<file path="src/rtl/buffer_reduce_engine.sv">
// rtl/buffer_reduce_engine.sv - strided word-buffer reduction engine with optional result writeback
//
// Walks count words starting at base_addr, stepping stride bytes per element,
// and folds them into one value (sum, signed min, signed max or xor). The
// result can also be stored back to dst_addr before completion. The engine
// acts as a second requester on the data-memory port, with one read in flight.
//
// Ports:
//   clk, reset           rising-edge clock, asynchronous active-high reset
//   start                launch request, accepted only while idle
//   base_addr, stride    byte address of element 0, byte step between elements
//   count, mode          element count, reduction mode (00 sum, 01 min, 10 max, 11 xor)
//   dst_addr             writeback byte address
//   busy, done           job in progress (through the done pulse), one-cycle completion pulse
//   result, overflow     final reduction, sticky carry-out in sum mode
//   mem_req/we/addr/wdata  memory request, held until mem_gnt
//   mem_gnt, mem_rvalid, mem_rdata  memory grant and read return
module buffer_reduce_engine #(
    parameter int DATA_W    = 32,
    parameter int ADDR_W    = 32,
    parameter int CNT_W     = 16,
    parameter bit WRITEBACK = 1'b1
) (
    input  logic              clk,
    input  logic              reset,
    input  logic              start,
    input  logic [ADDR_W-1:0] base_addr,
    input  logic [ADDR_W-1:0] stride,
    input  logic [CNT_W-1:0]  count,
    input  logic [1:0]        mode,
    input  logic [ADDR_W-1:0] dst_addr,
    output logic              busy,
    output logic              done,
    output logic [DATA_W-1:0] result,
    output logic              overflow,
    output logic              mem_req,
    output logic              mem_we,
    output logic [ADDR_W-1:0] mem_addr,
    output logic [DATA_W-1:0] mem_wdata,
    input  logic              mem_gnt,
    input  logic              mem_rvalid,
    input  logic [DATA_W-1:0] mem_rdata
);

    typedef enum logic [2:0] {
        S_IDLE,
        S_REQ,
        S_WAIT,
        S_WB,
        S_DONE
    } state_t;

    localparam logic [1:0] MODE_SUM = 2'b00;
    localparam logic [1:0] MODE_MIN = 2'b01;
    localparam logic [1:0] MODE_MAX = 2'b10;

    localparam logic [CNT_W-1:0]  CNT_ONE  = CNT_W'(1);
    localparam logic [DATA_W-1:0] MIN_INIT = {1'b0, {(DATA_W-1){1'b1}}};
    localparam logic [DATA_W-1:0] MAX_INIT = {1'b1, {(DATA_W-1){1'b0}}};

    state_t state;
    state_t state_next;
    state_t finish_state;

    logic [ADDR_W-1:0] ptr;
    logic [ADDR_W-1:0] stride_r;
    logic [ADDR_W-1:0] dst_r;
    logic [CNT_W-1:0]  cnt_r;
    logic [CNT_W-1:0]  idx;
    logic [1:0]        mode_r;
    logic [DATA_W-1:0] acc;
    logic [DATA_W-1:0] acc_init;
    logic [DATA_W-1:0] acc_next;
    logic [DATA_W:0]   sum_ext;
    logic              accept;
    logic              last_elem;

    // busy stays high during the done pulse, which coincides with the first
    // idle cycle; gating on it keeps a start in that cycle from being taken.
    assign accept       = (state == S_IDLE) && start && !busy;
    assign last_elem    = (idx + CNT_ONE) == cnt_r;
    assign finish_state = WRITEBACK ? S_WB : S_DONE;

    // Identity element of the requested operation.
    always_comb begin
        acc_init = '0;
        case (mode)
            MODE_MIN: acc_init = MIN_INIT;
            MODE_MAX: acc_init = MAX_INIT;
            default:  acc_init = '0;
        endcase
    end

    // Fold of the returning word into the accumulator.
    always_comb begin
        sum_ext  = {1'b0, acc} + {1'b0, mem_rdata};
        acc_next = acc ^ mem_rdata;
        case (mode_r)
            MODE_SUM: acc_next = sum_ext[DATA_W-1:0];
            MODE_MIN: acc_next = ($signed(mem_rdata) < $signed(acc)) ? mem_rdata : acc;
            MODE_MAX: acc_next = ($signed(mem_rdata) > $signed(acc)) ? mem_rdata : acc;
            default:  acc_next = acc ^ mem_rdata;
        endcase
    end

    always_ff @(posedge clk or posedge reset) begin
        if (reset) begin
            state <= S_IDLE;
        end else begin
            state <= state_next;
        end
    end

    // Next state and memory-port outputs; the request fields come straight
    // from registered state so they hold steady while the grant is pending.
    always_comb begin
        state_next = state;
        mem_req    = 1'b0;
        mem_we     = 1'b0;
        mem_addr   = '0;
        mem_wdata  = '0;
        case (state)
            S_IDLE: begin
                if (accept) begin
                    state_next = (count == '0) ? finish_state : S_REQ;
                end
            end
            S_REQ: begin
                mem_req  = 1'b1;
                mem_addr = ptr;
                if (mem_gnt) begin
                    state_next = S_WAIT;
                end
            end
            S_WAIT: begin
                if (mem_rvalid) begin
                    state_next = last_elem ? finish_state : S_REQ;
                end
            end
            S_WB: begin
                mem_req   = 1'b1;
                mem_we    = 1'b1;
                mem_addr  = dst_r;
                mem_wdata = acc;
                if (mem_gnt) begin
                    state_next = S_DONE;
                end
            end
            S_DONE: begin
                state_next = S_IDLE;
            end
            default: begin
                state_next = S_IDLE;
            end
        endcase
    end

    always_ff @(posedge clk or posedge reset) begin
        if (reset) begin
            busy     <= 1'b0;
            done     <= 1'b0;
            result   <= '0;
            overflow <= 1'b0;
            acc      <= '0;
            idx      <= '0;
            ptr      <= '0;
            stride_r <= '0;
            dst_r    <= '0;
            cnt_r    <= '0;
            mode_r   <= '0;
        end else begin
            // done is registered off the DONE state, so result and done
            // become visible together one cycle after DONE.
            done <= (state == S_DONE);
            if (done) begin
                busy <= 1'b0;
            end
            case (state)
                S_IDLE: begin
                    if (accept) begin
                        ptr      <= base_addr;
                        stride_r <= stride;
                        cnt_r    <= count;
                        mode_r   <= mode;
                        dst_r    <= dst_addr;
                        acc      <= acc_init;
                        overflow <= 1'b0;
                        idx      <= '0;
                        busy     <= 1'b1;
                    end
                end
                S_WAIT: begin
                    // Read data is only consumed here, so a return that
                    // arrives after a reset lands in IDLE and is dropped.
                    if (mem_rvalid) begin
                        acc <= acc_next;
                        ptr <= ptr + stride_r;
                        idx <= idx + CNT_ONE;
                        if ((mode_r == MODE_SUM) && sum_ext[DATA_W]) begin
                            overflow <= 1'b1;
                        end
                    end
                end
                S_DONE: begin
                    result <= acc;
                end
                default: begin
                end
            endcase
        end
    end

endmodule

</file>
<file path="config.mk">
export PLATFORM = sky130hd
export DESIGN_NAME = buffer_reduce_engine
export DESIGN_NICKNAME = d
export VERILOG_FILES = /design/src/rtl/buffer_reduce_engine.sv
export SDC_FILE = /design/constraint.sdc
export NUM_CORES = 1
export LEC_CHECK = 0
export ABC_AREA = 0
export CORE_UTILIZATION = 40
export CTS_CLUSTER_DIAMETER = 40
export DETAILED_ROUTE_END_ITERATION = 12
export PLACE_DENSITY = 0.68
export SLEW_MARGIN = 15
export SYNTH_ARGS = -nofsm -noshare
export SYNTH_HDL_FRONTEND = slang
export SYNTH_SLANG_ARGS = --single-unit
export TNS_END_PERCENT = 20
</file>
<file path="constraint.sdc">
create_clock -name clk -period 7.6 [get_ports clk]
set_input_delay 0.76 -clock clk [delete_from_list [all_inputs] [get_ports clk]]
set_output_delay 0.76 -clock clk [all_outputs]
set_load 0.01 [all_outputs]
</file>
==> results of run 1 <==
-- cell families after synthesis --
group                      count (synthesis)  share of synthesized area [%]
xor gates and xnor gates                  51                           3.29
buffers and inverters                    165                           4.71
muxes                                     72                           5.66
AOI/OAI and AO/OA                        403                           19.2
adders and majority gates                102                           9.52
DFF                                      200                           36.9
and+or+nand+nor                          651                           20.7
-- layout make-up --
class | count | area share, %
Multi-Input combinational cell | 1279 | 46.6
Sequential cell | 200 | 29.3
Timing Repair Buffer | 263 | 15.2
Tap cell | 448 | 3.28
Clock buffer | 17 | 2.49
Inverter | 74 | 1.67
Clock inverter | 15 | 1.29
Antenna cell | 4 | 0.0586
-- path summary, 6_finish.rpt --
kind                                               end  slack (ns)  cells after the start
worst max-delay path               acc[20]$_DFFE_PP0P_        2.85                     11
worst min-delay path                    busy$_DFF_PP0_        0.48                      1
worst max register to register     acc[20]$_DFFE_PP0P_        3.10                     11
worst min register to register          busy$_DFF_PP0_        0.48                      1
max in group asynchronous          acc[27]$_DFFE_PP0P_        5.14                      3
min in group asynchronous       result[22]$_DFFE_PP0P_        0.90                      2
-- cells in the mapped netlist, drive strengths merged, types with 19 or more instances --
cell	n	area, sq um
dfrtp	200	5000
inv	74	278
nor3	58	290
o22ai	32	200
xor2	19	166
clkbuf	76	287
nand3	22	110
a21oi	111	556
mux2	34	383
ha	100	1250
mux2i	38	384
nor2	129	484
xnor2	32	280
nand2	345	1290
o21ai	97	485
-- power breakdown --
| part | internal [mW] | leakage, nW | switching (mW) | total [mW] |
|---|---|---|---|---|
| clock network | 0.467 | 0.312 | 0.537 | 1.00 |
| logic | 1.57 | 4.74 | 2.22 | 3.78 |
| registers | 1.49 | 2.52 | 0.367 | 1.86 |
-- registers in the layout, summed over array words and instances, names as in the netlist --
register / count
result: 32
mode_r: 2
idx: 16
ptr: 32
acc: 32
cnt_r: 16
busy: 1
stride_r: 32
state: 3
done: 1
dst_r: 32
overflow: 1
-- metal layers --
| metal | vias to the layer above | part of all wire [%] |
|---|---|---|
| li1 | 6139 | - |
| met1 | 6067 | 43 |
| met2 | 446 | 49 |
| met3 | 43 | 7.1 |
| met4 | 2 | 1.3 |
| met5 | - | 0.028 |
==> metrics.csv, run 1 <==
stage,metric,value,unit
critical_path,crit_type,input pin to register,
timing,rsz0062_at_grt,false,
floorplanning,rows,67,
timing,setup_viol,0,
cts,insertion_delay,0.47,ns
cts,cts_hold_buf,0,
timing,worst_pin_slew,1.01,ns
critical_path,critPathLaunchType,input pin,
floorplanning,die_h,186,um
finish,layout.nets,2088,
grt,met2_usage,43.4,%
placement,dp.cells,2264,
yosys,ys_seq_area_share,36.9,%
yosys,yosys_warnings,0,
timing,slew_violations,0,
hold_path,hold_start,done$_DFF_PP0_,
finish,final_cell_area,17100,sq um
placement,portBuffers,251,
grt,grt_start_max_net_pins,134,
drt,vias,12700,
critical_path,cp-end-kind,register,
placement,dpl-instance-area,16400,sq um
yosys,ys.flop_type,dfrtp_1,
grt,grt_pass1_vias,12600,
critical_path,max_stage_delay,0.70,ns
cts,cts_buffers,17,
grt,grt_usage,24.7,%
timing,slew-limit-headroom,32.4,%
grt,overflow,0,
finish,final-seq-area,5010,sq um
floorplanning,dieArea,34600,sq um
grt,use_met1,30.8,%
drt,post-route-drc-count,0,
timing,clock.fmax,0.211,GHz
power,power_density,389,nW/um^2
finish,layout_common_cells,"nand2_1, clkdlybuf4s50_1, dfrtp_1",
timing,fin_skew,0.0191,ns
finish,mostFrequentLayoutCell,nand2_1,
flow_run,drv_cap,0,
critical_path,crit_family,simple AND/OR/NAND/NOR gates,
yosys,ys_types,75,
critical_path,crit_path_top_delay_cell,nor4_1,
finish,nFillCells,3115,
critical_path,cp_cell_sequence,clkdlybuf4s50_1 -> ha_1 -> nand4_1 -> nor4_1 -> o311ai_0 -> a41oi_1 -> mux2i_2 -> nand2_1 -> inv_2 -> a21oi_1 -> a31oi_1,
timing,hold_violations,0,
placement,post-place-ws,2.41,ns
critical_path,crit_arrival,5.12,ns
power,vdd_drop_max,0.195,mV
timing,finalSetupTns,0,ns
placement,post-dp-hpwl,29600,um
drt,wl_per_cell,18.5,um
cts,cts_resized,0,
finish,area_growth,25.9,%
cts,cts.clk_slew.worst_paths,0.10,ns
critical_path,crit_start,mem_rdata[20],
floorplanning,pin_count,252,
cts,cts_tree,done,
drt,drt_first_pass_iters,5,
finish,drive_gt1_share,5.52,%
grt,grt_use_met3,5.22,%
drt,drt-initial-drc-count,981,
finish,multiInputGateArea,7960,sq um
yosys,netlist_area,13600,sq um
grt,grt_pass1_wl,66900,um
finish,finish.utilization,51.0,%
critical_path,cp.required,7.97,ns
finish,fin_cells,2300,
cts,htree_levels,4,
drt,postRouteAntennaNets,0,
grt,busiest_layer,met2,
drt,routed_via_density,5.52,
critical_path,crit_path_max_fanout,22,
yosys,synth_edf_count,0,
power,finalPower,6.65,mW
critical_path,path_buf_inv,2,
power,leakage,7.57,nW
grt,antenna_found_initial,2,
hold_path,hold_class,register to register,
cts,numClockSinks,200,
floorplanning,core_area,33400,sq um
yosys,async_flop_share,100,%
placement,globalplace.congestion,0.965,
run_status,status,"complete, no violations",
floorplanning,start_util,40.5,%
yosys,synth_fp_nets,1897,
timing,fin_hold_ws,0.476,ns
cts,post_cts_buffers,0,
yosys,avgSynthCellArea,8.25,sq um
critical_path,r2r-start,acc[20]$_DFFE_PP0P_,
timing,fin_crit,4.75,ns
cts,cts_root_buffer,clkbuf_16,
floorplanning,die-width,186,um
yosys,synth_seq_cells,200,
timing,setup_ws,2.85,ns
cts,cts_buffer_depth,2,
timing,period_share,62.5,%
drt,totalWireLength,42500,um
yosys,syn-instance-count,1644,
No activity file was read; power rests on OpenSTA's default activity.
==> run 2, diff against run 1 <==
--- a/config.mk
+++ b/config.mk
@@ -9,7 +9,7 @@
 export CORE_UTILIZATION = 40
 export CTS_CLUSTER_DIAMETER = 40
 export DETAILED_ROUTE_END_ITERATION = 12
-export PLACE_DENSITY = 0.68
+export PLACE_DENSITY = 0.7
 export SLEW_MARGIN = 15
 export SYNTH_ARGS = -nofsm -noshare
 export SYNTH_HDL_FRONTEND = slang
==> constraint.sdc (replaced) <==
create_clock -name clk -period 4.2 [get_ports clk]
set_input_delay 0.42 -clock clk [delete_from_list [all_inputs] [get_ports clk]]
set_output_delay 0.42 -clock clk [all_outputs]
set_load 0.01 [all_outputs]
==> metrics.csv, run 2 (synthesis gave the netlist of run 1 again) <==
stage,metric,value,unit,change
run_status,status,"complete, no violations",,unchanged
power,leakage,7.63,nW,was 7.57 nW
cts,cts_root_buffer,clkbuf_16,,unchanged
grt,grt_pass1_vias,12800,,was 12600
timing,fin_crit,3.66,ns,
cts,cts_resized,0,,unchanged
timing,period_share,87.2,%,
cts,numClockSinks,200,,unchanged
hold_path,hold_class,input pin to async pin,,was register to register
cts,cts_buffer_depth,2,,unchanged
floorplanning,dieArea,34600,sq um,unchanged
finish,area_growth,26.4,%,was 25.9%
grt,grt_start_max_net_pins,94,,was 134
critical_path,critPathLaunchType,register,,was input pin
grt,antenna_found_initial,2,,unchanged
drt,totalWireLength,42300,um,was 42500 um
finish,layout.nets,2108,,was 2088
placement,globalplace.congestion,0.929,,was 0.965
critical_path,cp-end-kind,register,,unchanged
finish,n_antenna_cell,0,,was 4
finish,drive_gt1_share,6.32,%,was 5.52%
cts,cts_hold_buf,0,,unchanged
timing,setup_viol,0,,unchanged
finish,mostFrequentLayoutCell,nand2_1,,unchanged
critical_path,cp.required,4.55,ns,was 7.97 ns
floorplanning,start_util,40.5,%,unchanged
finish,layout_common_cells,"nand2_1, clkdlybuf4s50_1, dfrtp_1",,unchanged
floorplanning,core_area,33400,sq um,unchanged
placement,post-dp-hpwl,30200,um,was 29600 um
cts,htree_levels,4,,unchanged
drt,drt-initial-drc-count,804,,was 981
cts,cts_tree,done,,unchanged
drt,wl_per_cell,18.2,um,was 18.5 um
timing,finalSetupTns,0,ns,unchanged
drt,drt_first_pass_iters,5,,unchanged
critical_path,crit_path_top_delay_cell,or3b_1,,was nor4_1
drt,postRouteAntennaNets,0,,unchanged
placement,portBuffers,251,,unchanged
drt,routed_via_density,5.51,,was 5.52
timing,slew-limit-headroom,31.6,%,was 32.4%
timing,clock.fmax,0.273,GHz,
critical_path,path_buf_inv,1,,was 2
critical_path,cp_cell_sequence,ha_1 -> inv_1 -> fa_1 -> and2b_1 -> o21ai_1 -> a21boi_1 -> o41ai_1 -> a311oi_2 -> a21oi_1 -> or3b_1 -> a311o_1 -> xor2_1 -> o211ai_1,,was clkdlybuf4s50_1 -> ha_1 -> nand4_1 -> nor4_1 -> o311ai_0 -> a41oi_1 -> mux2i_2 -> nand2_1 -> inv_2 -> a21oi_1 -> a31oi_1
flow_run,drv_cap,0,,unchanged
power,vdd_drop_max,0.300,mV,was 0.195 mV
critical_path,crit_family,compound AO/OA/AOI/OAI gates,,was simple AND/OR/NAND/NOR gates
timing,slew_violations,0,,unchanged
drt,vias,12800,,was 12700
cts,post_cts_buffers,0,,unchanged
timing,fin_skew,0.0150,ns,was 0.0191 ns
floorplanning,rows,67,,unchanged
critical_path,crit_arrival,4.01,ns,was 5.12 ns
grt,overflow,0,,unchanged
drt,post-route-drc-count,0,,unchanged
cts,cts.clk_slew.worst_paths,0.08,ns,was 0.10 ns
timing,worst_pin_slew,1.03,ns,was 1.01 ns
timing,hold_violations,0,,unchanged
critical_path,max_stage_delay,0.47,ns,was 0.70 ns
grt,grt_pass1_wl,67400,um,was 66900 um
finish,finish.utilization,51.2,%,was 51.0%
cts,insertion_delay,0.45,ns,was 0.47 ns
critical_path,crit_type,register to register,,was input pin to register
power,power_density,693,nW/um^2,was 389 nW/um^2
floorplanning,pin_count,252,,unchanged
cts,cts_buffers,17,,unchanged
floorplanning,die-width,186,um,unchanged
floorplanning,die_h,186,um,unchanged
critical_path,crit_path_max_fanout,4,,was 22
grt,grt_usage,24.9,%,was 24.7%
timing,rsz0062_at_grt,false,,unchanged
## run 2: path summary, 6_finish.rpt
kind                       slack (ns)                      to  depth (start not counted)                 start
setup / recovery                 0.54     ptr[28]$_DFFE_PP0P_                         13    ptr[0]$_DFFE_PP0P_
hold / removal                   0.24  result[22]$_DFFE_PP0P_                          2                 reset
setup reg to reg                 0.54     ptr[28]$_DFFE_PP0P_                         13    ptr[0]$_DFFE_PP0P_
hold reg to reg                  0.48    dst_r[1]$_DFFE_PP0P_                          2  dst_r[1]$_DFFE_PP0P_
max in group asynchronous        3.09    dst_r[2]$_DFFE_PP0P_                          3                 reset
min in group clk                 0.48    dst_r[1]$_DFFE_PP0P_                          2  dst_r[1]$_DFFE_PP0P_
## run 2: routing by layer
| layer | global-route usage (%) | vias to the layer above | wire [um] | share of wire (%) |
|---|---|---|---|---|
| met4 | 6.89 | 4 | 733 | 1.7 |
| met2 | 43.1 | 424 | 20300 | 48 |
| li1 | - | 6170 | - | - |
| met3 | 4.83 | 57 | 2530 | 6.0 |
| met5 | 0 | - | 27 | 0.064 |
| met1 | 31.6 | 6100 | 18600 | 44 |
## run 2: per-stage QoR
stage               total power [mW]  hold WS [ns]  instances  area (sq um)  setup slack (ns)
floorplan                       8.10         0.445       1644         13600              1.08
global placement                10.1         0.457       2284         16600             0.462
detailed placement              10.2         0.444       2284         16600             0.414
CTS                             11.9         0.231       2316         17100             0.519
global route                    12.9         0.241       2316         17100             0.279
finish                          11.9         0.239       2316         17100             0.536
## run 2: layout make-up
cell class / count / area (sq um)
fill: 3077 / 16300
clock inverter: 12 / 90.1
timing repair buffer: 283 / 2790
sequential: 200 / 5010
multi-input combinational: 1279 / 7950
clock buffer: 20 / 457
inverter: 74 / 282
tap: 448 / 561
## run 2: power by group
group,switching (mW),internal (mW)
Sequential,0.659,2.71
Clock,0.795,0.799
Combinational,4.02,2.90
Total,5.47,6.41
